===== src/rtl/reg_write_sequencer_pkg.sv =====
// Shared types for the register write sequencer: port identifiers, the last-operation
// encoding used by the read/write interleave, and the default datapath width.
package reg_seq_pkg;

    localparam int DEFAULT_DATA_W = 16;

    typedef enum logic {
        PORT1 = 1'b0,
        PORT2 = 1'b1
    } port_e;

    typedef enum logic [1:0] {
        OP_IDLE,
        OP_READ,
        OP_WRITE
    } op_e;

    function automatic port_e other_port(input port_e p);
        return (p == PORT1) ? PORT2 : PORT1;
    endfunction

endpackage


===== src/rtl/reg_write_sequencer_if.sv =====
// Request/strobe bundle between a request source (master) and reg_write_sequencer (slave).
interface reg_write_sequencer_if
    import reg_seq_pkg::*;
#(
    parameter int DATA_W = DEFAULT_DATA_W
);

    logic              wr1_valid;
    logic [DATA_W-1:0] wr1_data;
    logic              wr1_ready;
    logic              wr2_valid;
    logic [DATA_W-1:0] wr2_data;
    logic              wr2_ready;
    logic              rd_req;
    logic              rd_busy;
    logic              reg_we;
    logic [DATA_W-1:0] reg_wdata;
    logic              reg_wsel;
    logic              reg_re;
    logic              alt_stall;

    modport master (
        output wr1_valid, wr1_data, wr2_valid, wr2_data, rd_req,
        input  wr1_ready, wr2_ready, rd_busy, reg_we, reg_wdata, reg_wsel, reg_re, alt_stall
    );

    modport slave (
        input  wr1_valid, wr1_data, wr2_valid, wr2_data, rd_req,
        output wr1_ready, wr2_ready, rd_busy, reg_we, reg_wdata, reg_wsel, reg_re, alt_stall
    );

endinterface


===== src/rtl/reg_write_sequencer_sync_fifo.sv =====
// Single-clock FIFO with first-word-fall-through output; one per write port.
// Push while full and pop while empty are ignored.
module sync_fifo #(
    parameter int DATA_W = 16,
    parameter int DEPTH  = 2
) (
    input  logic              clk,
    input  logic              rst,
    input  logic              push,
    input  logic              pop,
    input  logic [DATA_W-1:0] din,
    output logic [DATA_W-1:0] dout,
    output logic              full,
    output logic              empty
);

    localparam int AW = (DEPTH > 1) ? $clog2(DEPTH) : 1;
    localparam int CW = $clog2(DEPTH) + 1;

    logic [DATA_W-1:0] mem [DEPTH];
    logic [AW-1:0]     wr_ptr;
    logic [AW-1:0]     rd_ptr;
    logic [CW-1:0]     count;
    logic              do_push;
    logic              do_pop;

    assign full    = (count == CW'(DEPTH));
    assign empty   = (count == '0);
    assign do_push = push && !full;
    assign do_pop  = pop && !empty;
    assign dout    = mem[rd_ptr];

    // Pointers wrap naturally because DEPTH is a power of two.
    always_ff @(posedge clk) begin
        // NOTE: sequential state uses non-blocking assignments so every register
        // samples pre-edge values, independent of statement order.
        if (rst) begin
            wr_ptr <= '0;
            rd_ptr <= '0;
            count  <= '0;
        end else begin
            if (do_push) wr_ptr <= wr_ptr + AW'(1);
            if (do_pop)  rd_ptr <= rd_ptr + AW'(1);
            case ({do_push, do_pop})
                2'b10:   count <= count + CW'(1);
                2'b01:   count <= count - CW'(1);
                default: count <= count;
            endcase
        end
    end

    // NOTE: storage is deliberately not reset; the emptied pointers make stale
    // entries unreachable, and leaving it unreset keeps it mappable to RAM.
    always_ff @(posedge clk) begin
        if (do_push) mem[wr_ptr] <= din;
    end

endmodule


===== src/rtl/reg_write_sequencer.sv =====
// Buffers two write ports and one read port and issues at most one register
// operation per cycle, alternating write ports strictly and interleaving reads.
module reg_write_sequencer
    import reg_seq_pkg::*;
#(
    parameter int DATA_W     = DEFAULT_DATA_W,
    parameter int FIFO_DEPTH = 2
) (
    input logic clk,
    input logic rst,
    reg_write_sequencer_if.slave bus
);

    logic              full1, empty1, full2, empty2;
    logic              push1, push2, pop1, pop2;
    logic [DATA_W-1:0] dout1, dout2;

    port_e turn, turn_next;
    op_e   last_op, last_op_next;
    logic  rd_pending, rd_pending_next;
    logic  turn_empty, other_empty, w_ok;
    logic  do_read, do_write;

    logic              reg_we_q, reg_re_q, reg_wsel_q;
    logic [DATA_W-1:0] reg_wdata_q;

    assign bus.wr1_ready = !full1 && !rst;
    assign bus.wr2_ready = !full2 && !rst;
    assign push1 = bus.wr1_valid && bus.wr1_ready;
    assign push2 = bus.wr2_valid && bus.wr2_ready;
    assign pop1  = do_write && (turn == PORT1);
    assign pop2  = do_write && (turn == PORT2);

    sync_fifo #(.DATA_W(DATA_W), .DEPTH(FIFO_DEPTH)) u_fifo1 (
        .clk   (clk),
        .rst   (rst),
        .push  (push1),
        .pop   (pop1),
        .din   (bus.wr1_data),
        .dout  (dout1),
        .full  (full1),
        .empty (empty1)
    );

    sync_fifo #(.DATA_W(DATA_W), .DEPTH(FIFO_DEPTH)) u_fifo2 (
        .clk   (clk),
        .rst   (rst),
        .push  (push2),
        .pop   (pop2),
        .din   (bus.wr2_data),
        .dout  (dout2),
        .full  (full2),
        .empty (empty2)
    );

    assign turn_empty  = (turn == PORT1) ? empty1 : empty2;
    assign other_empty = (turn == PORT1) ? empty2 : empty1;
    assign w_ok        = !turn_empty;

    // The non-turn port is never served early; it only waits.
    assign bus.alt_stall = !other_empty && turn_empty;
    assign bus.rd_busy   = rd_pending;

    always_comb begin
        // NOTE: every signal assigned here gets a default first, so no path can
        // leave one unassigned and infer a latch.
        do_read         = 1'b0;
        do_write        = 1'b0;
        turn_next       = turn;
        last_op_next    = OP_IDLE;
        rd_pending_next = rd_pending;

        if (rd_pending && (!w_ok || last_op != OP_READ)) begin
            do_read         = 1'b1;
            last_op_next    = OP_READ;
            rd_pending_next = 1'b0;
        end else if (w_ok) begin
            do_write     = 1'b1;
            last_op_next = OP_WRITE;
            turn_next    = other_port(turn);
        end

        // A request on the issuing edge re-arms the pending flag.
        if (bus.rd_req) rd_pending_next = 1'b1;
    end

    always_ff @(posedge clk) begin
        if (rst) begin
            turn        <= PORT1;
            last_op     <= OP_IDLE;
            rd_pending  <= 1'b0;
            reg_we_q    <= 1'b0;
            reg_re_q    <= 1'b0;
            reg_wdata_q <= '0;
            reg_wsel_q  <= 1'b0;
        end else begin
            turn       <= turn_next;
            last_op    <= last_op_next;
            rd_pending <= rd_pending_next;
            reg_we_q   <= do_write;
            reg_re_q   <= do_read;
            if (do_write) begin
                reg_wdata_q <= (turn == PORT1) ? dout1 : dout2;
                reg_wsel_q  <= (turn == PORT2);
            end
        end
    end

    assign bus.reg_we    = reg_we_q;
    assign bus.reg_re    = reg_re_q;
    assign bus.reg_wdata = reg_wdata_q;
    assign bus.reg_wsel  = reg_wsel_q;

endmodule

===== src/flat_wrapper.sv =====
// flat-port wrapper written by rule: the top's interface ports become plain ports
module reg_write_sequencer_flat import reg_seq_pkg::*;
#(
    parameter int DATA_W     = DEFAULT_DATA_W,
    parameter int FIFO_DEPTH = 2
)
  (clk, rst, bus_wr1_valid, bus_wr1_data, bus_wr2_valid, bus_wr2_data, bus_rd_req, bus_wr1_ready, bus_wr2_ready, bus_rd_busy, bus_reg_we, bus_reg_wdata, bus_reg_wsel, bus_reg_re, bus_alt_stall);
  reg_write_sequencer_if #(.DATA_W(DATA_W)) bus_i ();
  input logic clk;
  input logic rst;
  input wire logic [$bits(bus_i.wr1_valid)-1:0] bus_wr1_valid;
  input wire logic [$bits(bus_i.wr1_data)-1:0] bus_wr1_data;
  input wire logic [$bits(bus_i.wr2_valid)-1:0] bus_wr2_valid;
  input wire logic [$bits(bus_i.wr2_data)-1:0] bus_wr2_data;
  input wire logic [$bits(bus_i.rd_req)-1:0] bus_rd_req;
  output wire logic [$bits(bus_i.wr1_ready)-1:0] bus_wr1_ready;
  output wire logic [$bits(bus_i.wr2_ready)-1:0] bus_wr2_ready;
  output wire logic [$bits(bus_i.rd_busy)-1:0] bus_rd_busy;
  output wire logic [$bits(bus_i.reg_we)-1:0] bus_reg_we;
  output wire logic [$bits(bus_i.reg_wdata)-1:0] bus_reg_wdata;
  output wire logic [$bits(bus_i.reg_wsel)-1:0] bus_reg_wsel;
  output wire logic [$bits(bus_i.reg_re)-1:0] bus_reg_re;
  output wire logic [$bits(bus_i.alt_stall)-1:0] bus_alt_stall;
  assign bus_i.wr1_valid = bus_wr1_valid;
  assign bus_i.wr1_data = bus_wr1_data;
  assign bus_i.wr2_valid = bus_wr2_valid;
  assign bus_i.wr2_data = bus_wr2_data;
  assign bus_i.rd_req = bus_rd_req;
  assign bus_wr1_ready = bus_i.wr1_ready;
  assign bus_wr2_ready = bus_i.wr2_ready;
  assign bus_rd_busy = bus_i.rd_busy;
  assign bus_reg_we = bus_i.reg_we;
  assign bus_reg_wdata = bus_i.reg_wdata;
  assign bus_reg_wsel = bus_i.reg_wsel;
  assign bus_reg_re = bus_i.reg_re;
  assign bus_alt_stall = bus_i.alt_stall;
  reg_write_sequencer #(.DATA_W(DATA_W), .FIFO_DEPTH(FIFO_DEPTH)) u_core (.clk(clk), .rst(rst), .bus(bus_i));
endmodule

===== config.mk =====
export PLATFORM = sky130hd
export DESIGN_NAME = reg_write_sequencer_flat
export DESIGN_NICKNAME = d
export VERILOG_FILES = /design/src/rtl/reg_write_sequencer_pkg.sv /design/src/rtl/reg_write_sequencer_if.sv /design/src/rtl/reg_write_sequencer_sync_fifo.sv /design/src/rtl/reg_write_sequencer.sv /design/src/flat_wrapper.sv
export SDC_FILE = /design/constraint.sdc
export NUM_CORES = 1
export LEC_CHECK = 0
export ABC_AREA = 0
export CORE_AREA = 2 2 117 119
export DETAILED_ROUTE_END_ITERATION = 7
export DIE_AREA = 0 0 119 121
export PLACE_DENSITY = 0.57
export SLEW_MARGIN = 40
export SYNTH_ARGS = -nofsm -noshare
export SYNTH_HDL_FRONTEND = slang
export SYNTH_HIERARCHICAL = 1
export SYNTH_SLANG_ARGS = --single-unit

===== constraint.sdc =====
create_clock -name clk -period 2.7 [get_ports clk]
set_input_delay 0.81 -clock clk [delete_from_list [all_inputs] [get_ports clk]]
set_output_delay 0.81 -clock clk [all_outputs]
set_load 0.05 [all_outputs]

==> impl_metrics.py <==
metrics = {
    "synth": {
        "synth_async_sr_flop_share": 0,
        "synthesis.area_per_instance_sq_um": 15.08,
        "synth.yosys.seq_area_share": 0.6585,
        "synth_largest_type_area_fraction": 0.4939,
        "synthSimpleGateAreaFrac": 0.04084,
        "syn_area_sq_um": 3891,
        "netlist.top_cell.by_area": "sky130_fd_sc_hd__edfxtp_1",
        "post_synth_inst_count": 258,
        "ys_warn_count": 6,
        "postSynthRegisterBits": 96,
        "yosys.area_share.xor_xnor": 0.01350,
        "mappedNetlistNets": 297,
        "synth_area_leaders": "sky130_fd_sc_hd__edfxtp_1 (49%), sky130_fd_sc_hd__dfxtp_1 (16%), sky130_fd_sc_hd__mux2_2 (5.2%), sky130_fd_sc_hd__mux2i_1 (4.4%), sky130_fd_sc_hd__o211a_1 (4.1%)",
        "synth_cell_type_count": 36,
        "muxShareOfSynthArea": 0.1363,
        "yosys_most_used_dff": "sky130_fd_sc_hd__edfxtp_1",
        "synth-edff-count": 64,
        "post-synth-top-count-cell": "sky130_fd_sc_hd__edfxtp_1",
        "fraction_of_the_mapped_netlist_area_in_compound_gates": 0.1077,
        "yosys-top-cells-count": "sky130_fd_sc_hd__edfxtp_1 (64), sky130_fd_sc_hd__dfxtp_1 (32), sky130_fd_sc_hd__mux2_2 (18)",
        "largest_family_of_logic_cells_by_synthesized_area": "multiplexers",
        "synthAdderAreaFrac": 0.006431,
    },
    "sta": {
        "slew_viol_final": 0,
        "post_layout_min_period_ns": 2.559,
        "fmaxAchievable_mhz": 390.8,
        "layout_worst_path_cycle_share": 0.9478,
        "max_slew_margin": 0.4967,
        "worstMarginPinSlew_ns": 0.7550,
        "final-hold-violation-count": 0,
        "unrepaired_setup_endpoints_after_global_routing": "false",
        "final_critical_path_setup_slack_ns": 0.1408,
        "finalClockSkew_ns": 0.006230,
        "setup_viol": 0,
    },
    "critical_path": {
        "critical_path.startpoint_type": "input pin",
        "worst-endpoint-required_ns": 1.89,
        "critical_path.max_fanout": 3,
        "critical_path_class": "in -> out",
        "critical_path.endpoint_type": "primary output",
        "crit_arrival_ns": 1.75,
    },
    "routing": {
        "wl_met3_um": 316,
        "dr_total_vias": 2298,
        "post-route-drc-count": 0,
        "met2WireLength_um": 3967,
        "wirelength_um": 8244,
        "routedWlPerCell_um": 16.20,
        "drt_pass1_iterations": 4,
        "routedLengthMet1_um": 3835,
        "avgViaCountPerCell": 4.515,
        "drt_first_iter_violations": 101,
        "postRouteAntennaNets": 0,
        "top_signal_layer_used": "met4",
    },
    "power_and_ir_drop": {
        "pwr-share-comb": 0.219,
        "peakVddDrop_v": 0.0003935,
        "switchingPower_mw": 1.056,
        "switching_share": 0.2759,
        "seq_power_share": 0.455,
        "power.clock.fraction": 0.326,
        "p_leak_nw": 1.878,
        "intPower_mw": 2.772,
        "post-layout-total-power_mw": 3.828,
        "power.density_cell_area_nw_per_um2": 755.6,
    },
    "place": {
        "port_buffers": 59,
        "routabilityCongestion": 0.6865,
        "hpwl_um": 5676,
        "dp_worst_setup_slack_ns": -0.004139,
    },
    "clock_tree": {
        "ctsLongestPathBuffers": 2,
        "clock_sinks": 96,
        "cts_repair_resize_count": 0,
        "cts_tree": "built",
        "cts_root_buf": "sky130_fd_sc_hd__clkbuf_16",
        "htree_levels": 3,
        "cts.repair_timing.setup_buffer_count": 0,
        "ctsHoldBuffers": 0,
        "clk_latency_ns": 0.34,
        "path_clk_slew_ns": 0.06,
        "inserted_clock_buffers": 9,
    },
    "finish": {
        "fin_nets": 367,
        "drive_above_1_share": 0.1772,
        "seqCellArea_sq_um": 2562,
        "final.fill_count": 1228,
        "syn_to_final_growth_pct": 30.19,
        "insertedDiodeCount": 0,
        "multi_input_area_sq_um": 1195,
    },
    "floorplanning": {
        "placement_rows": 42,
        "fp.dieArea_sq_um": 14400,
        "boundaryPins": 60,
        "initial_core_util": 0.2974,
        "die-width_um": 119,
        "design.core.area_sq_um": 13090,
        "fp.dieH_um": 121,
    },
    "global_route": {
        "grt_pass1_vias": 2330,
        "grt_start_max_net_pins": 20,
        "grt_remaining_overflow": 0,
        "grt.total_usage": 0.1192,
        "antenna_found_initial": 0,
        "grt_first_pass_wirelength_um": 12650,
    },
    "hold_path": {
        "hp-class": "reg -> reg",
    },
    "status": {
        "status": "completed",
    },
    "run": {
        "drv.max_cap_violation_count": 0,
    },
}
power groups by stage:
stage	clock, mW	sequential, mW	combinational, mW
final	1.25	1.74	0.840
after global routing	1.33	1.76	0.893
after CTS	1.28	1.74	0.849
after detailed placement	0	1.77	0.845
after global placement	0	1.77	0.838
after floorplan	0	1.96	0.361
final cells by class:
cell class / instances / share of cell area
multi-input cells: 139 / 0.2359
well taps: 176 / 0.04347
repair buffers: 73 / 0.1507
inverters: 9 / 0.006668
flip-flops and latches: 96 / 0.5058
clock buffers: 12 / 0.04865
clock inverters: 4 / 0.008891
critical path, stage by stage:
cell and delay, ns:
sky130_fd_sc_hd__clkdlybuf4s50_1 0.50, sky130_fd_sc_hd__nor2_2 0.18, sky130_fd_sc_hd__buf_4 0.14, sky130_fd_sc_hd__buf_12 0.12
placed cells by master, fill, tap and decap left out, types with 3 or more instances in the layout:
cell | synthesis | final
sky130_fd_sc_hd__a21oi_1 | 4 | 4
sky130_fd_sc_hd__buf_12 | 0 | 6
sky130_fd_sc_hd__buf_4 | 1 | 11
sky130_fd_sc_hd__clkbuf_16 | 0 | 9
sky130_fd_sc_hd__clkdlybuf4s50_1 | 0 | 56
sky130_fd_sc_hd__dfxtp_1 | 32 | 32
sky130_fd_sc_hd__edfxtp_1 | 64 | 64
sky130_fd_sc_hd__inv_1 | 5 | 5
sky130_fd_sc_hd__inv_2 | 4 | 4
sky130_fd_sc_hd__mux2_1 | 14 | 14
sky130_fd_sc_hd__mux2_2 | 18 | 18
sky130_fd_sc_hd__mux2i_1 | 17 | 16
sky130_fd_sc_hd__nand2_1 | 3 | 3
sky130_fd_sc_hd__nor2_1 | 14 | 12
sky130_fd_sc_hd__o211a_1 | 16 | 16
sky130_fd_sc_hd__o211ai_1 | 16 | 16
sky130_fd_sc_hd__o21ai_0 | 4 | 4
sky130_fd_sc_hd__or3_1 | 4 | 4
sky130_fd_sc_hd__xnor2_1 | 4 | 4
logic make-up (layout without fill, tap and decap cells):
kind of cell | after synthesis | in the layout
xor gates and xnor gates | 6 | 6
and+or+nand+nor | 31 | 31
adders and majority gates | 2 | 2
AOI/OAI and AO/OA | 51 | 51
DFF | 96 | 96
buffers and inverters | 23 | 98
muxes | 49 | 49
per-stage QoR:
stage	utilization	hold WS, ns	setup TNS, ns	instances	area [sq um]
after floorplan	-	0.4518	-2.071	258	3896
after global placement	0.3649	0.4790	0	493	4775
final	0.3872	0.4973	0	509	5066
after global routing	0.3872	0.5270	0	509	5066
after CTS	0.3872	0.4956	0	509	5066
after detailed placement	0.3649	0.4813	-0.02336	493	4775
metal layers:
metal,vias to the layer above,GRT usage
met2,47,0.1958
met1,1125,0.1503
met4,0,0.04464
met3,10,0.03289
li1,1116,-
met5,-,0
path summary, 6_finish.rpt:
| path | start | endpoint | slack (ns) | cells past startpoint |
|---|---|---|---|---|
| worst max-delay path | rst | bus_wr1_ready | 0.14 | 4 |
| worst min-delay path | u_core/bus.reg_wdata[1]$_SDFFE_PP0P_ | u_core/bus.reg_wdata[1]$_SDFFE_PP0P_ | 0.50 | 1 |
| worst max register to register | u_core/u_fifo1/count[0]$_SDFFE_PP0P_ | u_core/u_fifo1/mem[0][11]$_DFFE_PP_ | 0.75 | 8 |
| worst min register to register | u_core/bus.reg_wdata[1]$_SDFFE_PP0P_ | u_core/bus.reg_wdata[1]$_SDFFE_PP0P_ | 0.50 | 1 |
sequential cells by signal, summed over array words and instances, names as in the netlist, 2 cells and up, named ones only:
signal,cells
u_core/u_fifo2/count,2
u_core/bus.reg_wdata,16
u_core/last_op,2
u_core/u_fifo1/mem,32
u_core/u_fifo1/count,2
u_core/u_fifo2/mem,32
Note: power is estimated with default switching activity, not from simulation.
